[src/rtl/folding_2_inverse.sv]
// -----------------------------------------------------------------------------
// folding_2_inverse
//
// Purpose:
//   2-folded inverse (equaliser) of the second-order recursive section
//       y(n) = x(n) + a*y(n-1) + b*y(n-2)
//   The block recovers the section input from its output:
//       Xn(n) = Yn(n) - a*Yn(n-1) - b*Yn(n-2)
//   One multiplier and one subtractor are shared over two phases:
//   MUL_A forms Yn - a*y1 and MUL_B forms that result minus b*y2.
//   The block therefore accepts at most one sample every 2 clocks.
//   All arithmetic is modulo 2^n. Products are full 2n-bit signed
//   products truncated to n bits. Subtraction wraps. This keeps the
//   block bit-exact with the forward section, so a round trip is lossless.
//
// Ports:
//   clk        in   1  rising-edge clock
//   rst        in   1  asynchronous, active-high reset
//   Yn         in   n  filtered sample to invert (signed)
//   a          in   n  first-tap coefficient (signed), latched per sample
//   b          in   n  second-tap coefficient (signed), latched per sample
//   in_valid   in   1  Yn/a/b valid this cycle
//   in_ready   out  1  block accepts a sample this cycle (combinational)
//   Xn         out  n  recovered sample (signed, registered)
//   out_valid  out  1  one-cycle pulse, Xn updated
// -----------------------------------------------------------------------------
module folding_2_inverse #(
  parameter int n = 16
) (
  input  logic         clk,
  input  logic         rst,
  input  logic [n-1:0] Yn,
  input  logic [n-1:0] a,
  input  logic [n-1:0] b,
  input  logic         in_valid,
  output logic         in_ready,
  output logic [n-1:0] Xn,
  output logic         out_valid
);

  typedef enum logic [1:0] {
    IDLE  = 2'd0,
    MUL_A = 2'd1,
    MUL_B = 2'd2
  } state_t;

  // Forms the full 2n-bit signed product and keeps only the low n bits.
  // Sign-extending both operands to 2n bits makes the unsigned 2n-bit
  // product equal to the signed product modulo 2^(2n).
  function automatic logic [n-1:0] mul_trunc(input logic [n-1:0] x,
                                             input logic [n-1:0] y);
    logic [2*n-1:0] xw;
    logic [2*n-1:0] yw;
    xw = {{n{x[n-1]}}, x};
    yw = {{n{y[n-1]}}, y};
    return n'(xw * yw);
  endfunction

  // Computes a wrapping n-bit subtraction with no saturation.
  function automatic logic [n-1:0] sub_wrap(input logic [n-1:0] x,
                                            input logic [n-1:0] y);
    return x - y;
  endfunction

  state_t       state_r;
  state_t       state_next_s;

  logic [n-1:0] yreg_r;
  logic [n-1:0] a_r;
  logic [n-1:0] b_r;
  logic [n-1:0] y1_r;
  logic [n-1:0] y2_r;
  logic [n-1:0] acc_r;

  logic         in_ready_s;
  logic         accept_s;
  logic [n-1:0] mul_coef_s;
  logic [n-1:0] mul_hist_s;
  logic [n-1:0] minuend_s;
  logic [n-1:0] prod_s;
  logic [n-1:0] diff_s;

  // Decodes readiness from state: a new sample may land in IDLE or on the
  // MUL_B edge that retires the current sample.
  always_comb begin
    in_ready_s = 1'b0;
    case (state_r)
      IDLE:    in_ready_s = 1'b1;
      MUL_A:   in_ready_s = 1'b0;
      MUL_B:   in_ready_s = 1'b1;
      default: in_ready_s = 1'b0;
    endcase
  end

  assign in_ready = in_ready_s;
  assign accept_s = in_valid & in_ready_s;

  // Selects the operands of the shared multiplier and subtractor by phase.
  always_comb begin
    mul_coef_s = a_r;
    mul_hist_s = y1_r;
    minuend_s  = yreg_r;
    if (state_r == MUL_B) begin
      mul_coef_s = b_r;
      mul_hist_s = y2_r;
      minuend_s  = acc_r;
    end else begin
      mul_coef_s = a_r;
      mul_hist_s = y1_r;
      minuend_s  = yreg_r;
    end
  end

  // Holds the single shared multiplier and single shared subtractor.
  assign prod_s = mul_trunc(mul_coef_s, mul_hist_s);
  assign diff_s = sub_wrap(minuend_s, prod_s);

  // Computes the next state. An accept on the MUL_B edge chains directly
  // into MUL_A, which gives 2 clocks per sample when streaming.
  always_comb begin
    state_next_s = IDLE;
    case (state_r)
      IDLE: begin
        if (accept_s) begin
          state_next_s = MUL_A;
        end else begin
          state_next_s = IDLE;
        end
      end
      MUL_A: begin
        state_next_s = MUL_B;
      end
      MUL_B: begin
        if (accept_s) begin
          state_next_s = MUL_A;
        end else begin
          state_next_s = IDLE;
        end
      end
      default: begin
        state_next_s = IDLE;
      end
    endcase
  end

  // Holds the state register.
  always_ff @(posedge clk or posedge rst) begin
    if (rst) begin
      state_r <= IDLE;
    end else begin
      state_r <= state_next_s;
    end
  end

  // Captures the sample and its coefficients on accept. Coefficients are
  // latched per sample, so later changes on a/b do not affect it.
  always_ff @(posedge clk or posedge rst) begin
    if (rst) begin
      yreg_r <= {n{1'b0}};
      a_r    <= {n{1'b0}};
      b_r    <= {n{1'b0}};
    end else if (accept_s) begin
      yreg_r <= Yn;
      a_r    <= a;
      b_r    <= b;
    end else begin
      yreg_r <= yreg_r;
      a_r    <= a_r;
      b_r    <= b_r;
    end
  end

  // Stores the phase-0 partial result Yn - a*y1 for use in phase 1.
  always_ff @(posedge clk or posedge rst) begin
    if (rst) begin
      acc_r <= {n{1'b0}};
    end else if (state_r == MUL_A) begin
      acc_r <= diff_s;
    end else begin
      acc_r <= acc_r;
    end
  end

  // Shifts the output history when a sample retires. y1 takes the old
  // yreg (non-blocking), so a sample accepted on this same edge pairs
  // with the just-retired sample in its MUL_A phase.
  always_ff @(posedge clk or posedge rst) begin
    if (rst) begin
      y1_r <= {n{1'b0}};
      y2_r <= {n{1'b0}};
    end else if (state_r == MUL_B) begin
      y2_r <= y1_r;
      y1_r <= yreg_r;
    end else begin
      y2_r <= y2_r;
      y1_r <= y1_r;
    end
  end

  // Registers the recovered sample and pulses out_valid on MUL_B completion.
  // Xn holds its value between pulses.
  always_ff @(posedge clk or posedge rst) begin
    if (rst) begin
      Xn        <= {n{1'b0}};
      out_valid <= 1'b0;
    end else if (state_r == MUL_B) begin
      Xn        <= diff_s;
      out_valid <= 1'b1;
    end else begin
      Xn        <= Xn;
      out_valid <= 1'b0;
    end
  end

endmodule

[config.mk]
export PLATFORM = sky130hd
export DESIGN_NAME = folding_2_inverse
export DESIGN_NICKNAME = d
export VERILOG_FILES = /design/src/rtl/folding_2_inverse.sv
export SDC_FILE = /design/constraint.sdc
export NUM_CORES = 1
export LEC_CHECK = 0
export ABC_AREA = 1
export BUFFER_PORTS_ARGS = -buffer_cell sky130_fd_sc_hd__buf_4
export CORE_MARGIN = 2
export CORE_UTILIZATION = 55
export CTS_CLUSTER_SIZE = 20
export DETAILED_ROUTE_END_ITERATION = 6
export GPL_ROUTABILITY_DRIVEN = 0
export HOLD_SLACK_MARGIN = 0.06
export PLACE_DENSITY_LB_ADDON = 0.25
export SYNTH_ARGS = -nofsm -noshare
export SYNTH_HDL_FRONTEND = slang
export SYNTH_SLANG_ARGS = --single-unit
[constraint.sdc]
create_clock -name clk -period 7.7 [get_ports clk]
set_clock_uncertainty 0.05 [all_clocks]
set_input_delay 0.77 -clock clk [delete_from_list [all_inputs] [get_ports clk]]
set_output_delay 0.77 -clock clk [all_outputs]
set_load 0.01 [all_outputs]
==> impl_metrics.ini <==
[outcome]
outcome = complete, no violations

[worst_setup_path]
critPathLaunchType = flip-flop
path_class = flip-flop to flip-flop
crit_fanout = 104
required_ps = 7910
cp_data_arrival_time_ps = 6840
endpoint_kind = flip-flop

[route]
viasPerCell = 5.09
wirelength_mm = 22.9
first_iter_violations = 574
drc = 0
wire_per_inst_um = 15.0
ant_nets = 0
dr.pass1.iters = 7
num_vias = 7765

[yosys]
syn_area_mm2 = 0.00966
synth_compound_area_share_pct = 7.38
syn-num-nets = 1433
synth_commonest_cells = nand2_1 (419), inv_1 (232), dfrtp_1 (115)
synth_warnings = 0
synth_edf_count = 0
netlist_instances = 1234
ys_async_sr_fraction_pct = 100
synth-simple-area-share_pct = 23.2
ys_types = 37
yosysTopAreaCell = dfrtp_1
synth_xor_xnor_area_share_pct = 1.45
ys.flop_type = dfrtp_1
synthAdderAreaFrac_pct = 26.5
syn_avg_cell_area_um2 = 7.83
synth.area.mux_share_pct = 0
yosysTopAreaCellShare_pct = 29.8
synth_top_family_by_area = adder cells
yosys_register_bits = 115
ys_seq_area_share_pct = 29.8
ys_top_cells_by_area = dfrtp_1 (30%), fa_1 (19%), nand2_1 (16%)
synth.most_common_cell = nand2_1

[finish]
drive_gt1_share_pct = 11.5
multi_input_area_mm2 = 0.00565
area_growth_syn_to_layout_pct = 13.2
num-fill-cells = 1462
n_antenna_cell = 0
nets = 1488
seq_area_mm2 = 0.00288

[sta]
final_hold_viol_count = 0
setup_slack_ps = 1070
setup_viol = 0
max_freq_ghz = 0.151
max-slew-margin-rel_pct = 33.6
drv_slew = 0
worst_hold_slack_ps = 405
period_share_pct = 86.1
finalSetupTns_ps = 0
final.min_clock_period_ps = 6630
worst_slew_pin_slew_ps = 995
rsz0062_at_grt = false

[cts]
clk_pin_slew_ps = 60
cts_tree = done
cts_buffers = 17
cts_root_buffer = clkbuf_16
postCtsHoldBufs = 0
cts_resized = 0
clkSinkCount = 115
ctsHtreeMaxLevel = 4
clk_latency_ps = 410
post_cts_buffers = 0
clock_path_buffers = 2

[grt]
grt_max_degree = 105
antenna_found_initial = 0
grt_pass1_vias = 7645
gr-total-overflow = 0
gr-usage-all-layers_pct = 26.5
grt_pass1_wl_mm = 38.0

[floorplanning]
die_area_mm2 = 0.0186
die_h_um = 137
initial_utilization_pct = 56.1
dieWidth_um = 137
ios = 69
num_rows = 48
coreArea_mm2 = 0.0172

[place]
io_buffer_count = 68
dp_slack_ps = 1120
hpwl_mm = 17.6

[min_path]
hp-class = input pin to asynchronous set/reset pin

[job]
drv_cap = 0
[flip-flops by register name (all words and copies together), names as in the netlist]
| signal | cells |
|---|---|
| b_r | 16 |
| y2_r | 16 |
| Xn | 16 |
| a_r | 16 |
| y1_r | 16 |
| out_valid | 1 |
| state_r | 2 |
| acc_r | 16 |
| yreg_r | 16 |
[per-layer routing]
layer	wire [um]	up-vias	GRT usage (%)	part of all wire, %
met2	10600	260	40.7	46
met1	10300	3678	38.5	45
met3	1470	32	4.74	6.4
met4	554	0	8.22	2.4
met5	0	-	0	0
li1	-	3795	-	-
[cells by family after synthesis]
| family | count (synthesis) |
|---|---|
| xor gates and xnor gates | 16 |
| buffers and inverters | 283 |
| DFF | 115 |
| adders and majority gates | 148 |
| and+or+nand+nor | 548 |
| AOI/OAI and AO/OA | 124 |
[path summary, 6_finish.rpt]
kind | endpoint | start | slack [ps] | cells past startpoint
max in group asynchronous | a_r[1]$_DFFE_PP0P_ | rst | 5960 | 3
setup reg to reg | acc_r[14]$_DFFE_PP0P_ | state_r[1]$_DFF_PP0_ | 1070 | 24
hold reg to reg | y2_r[3]$_DFFE_PP0P_ | y1_r[3]$_DFFE_PP0P_ | 430 | 2
setup / recovery | acc_r[14]$_DFFE_PP0P_ | state_r[1]$_DFF_PP0_ | 1070 | 24
min in group clk | y2_r[3]$_DFFE_PP0P_ | y1_r[3]$_DFFE_PP0P_ | 430 | 2
hold / removal | y1_r[4]$_DFFE_PP0P_ | rst | 410 | 2
[cell type report]
type,instances,area share (%)
clock buffers,20,4.08
flip-flops and latches,115,26.3
repair buffers,74,5.08
multi-input cells,836,51.7
clock inverters,12,1.84
inverters,245,8.45
well taps,225,2.57
[per-stage QoR]
step / area (um^2) / util [%] / instances
2_1_floorplan: 9660 / - / 1234
3_3_place_gp: 10300 / 59.7 / 1495
3_5_place_dp: 10300 / 59.7 / 1495
4_1_cts: 10900 / 63.5 / 1527
5_1_grt: 10900 / 63.5 / 1527
6_report: 10900 / 63.5 / 1527
[cell usage in the layout (no fill, tap or decap), types with 6 or more instances in the layout]
cell,n
inv_1,231
nand2_2,16
ha_1,54
nor2_1,55
o21ai_0,76
nand3b_1,7
xor2_1,11
nand2_1,419
clkbuf_16,17
inv_2,9
a21oi_1,14
o21ai_1,8
buf_4,74
nand3_1,39
fa_1,94
dfrtp_1,115
o21a_1,9
o21ai_2,6
[worst max-delay path, cell delays in order, from the launching register on]
cell and delay [ps]:
dfrtp_1 580, nand2_8 390, o21ai_2 570, clkinv_1 430
nand2_1 190, fa_1 420, inv_1 80, fa_1 410
ha_1 190, inv_1 80, fa_1 440, fa_1 550
inv_1 50, fa_1 470, inv_1 40, ha_1 350
a21oi_1 150, nor2_1 50, a211oi_1 160, nand3_1 110
nand2_1 120, a21oi_1 70, nor2_1 120, xor2_1 210
o21ai_0 120
Power is left out: the tool's default activity adds up to more than one toggle a clock period on the data nets, which glitch-free logic cannot reach.
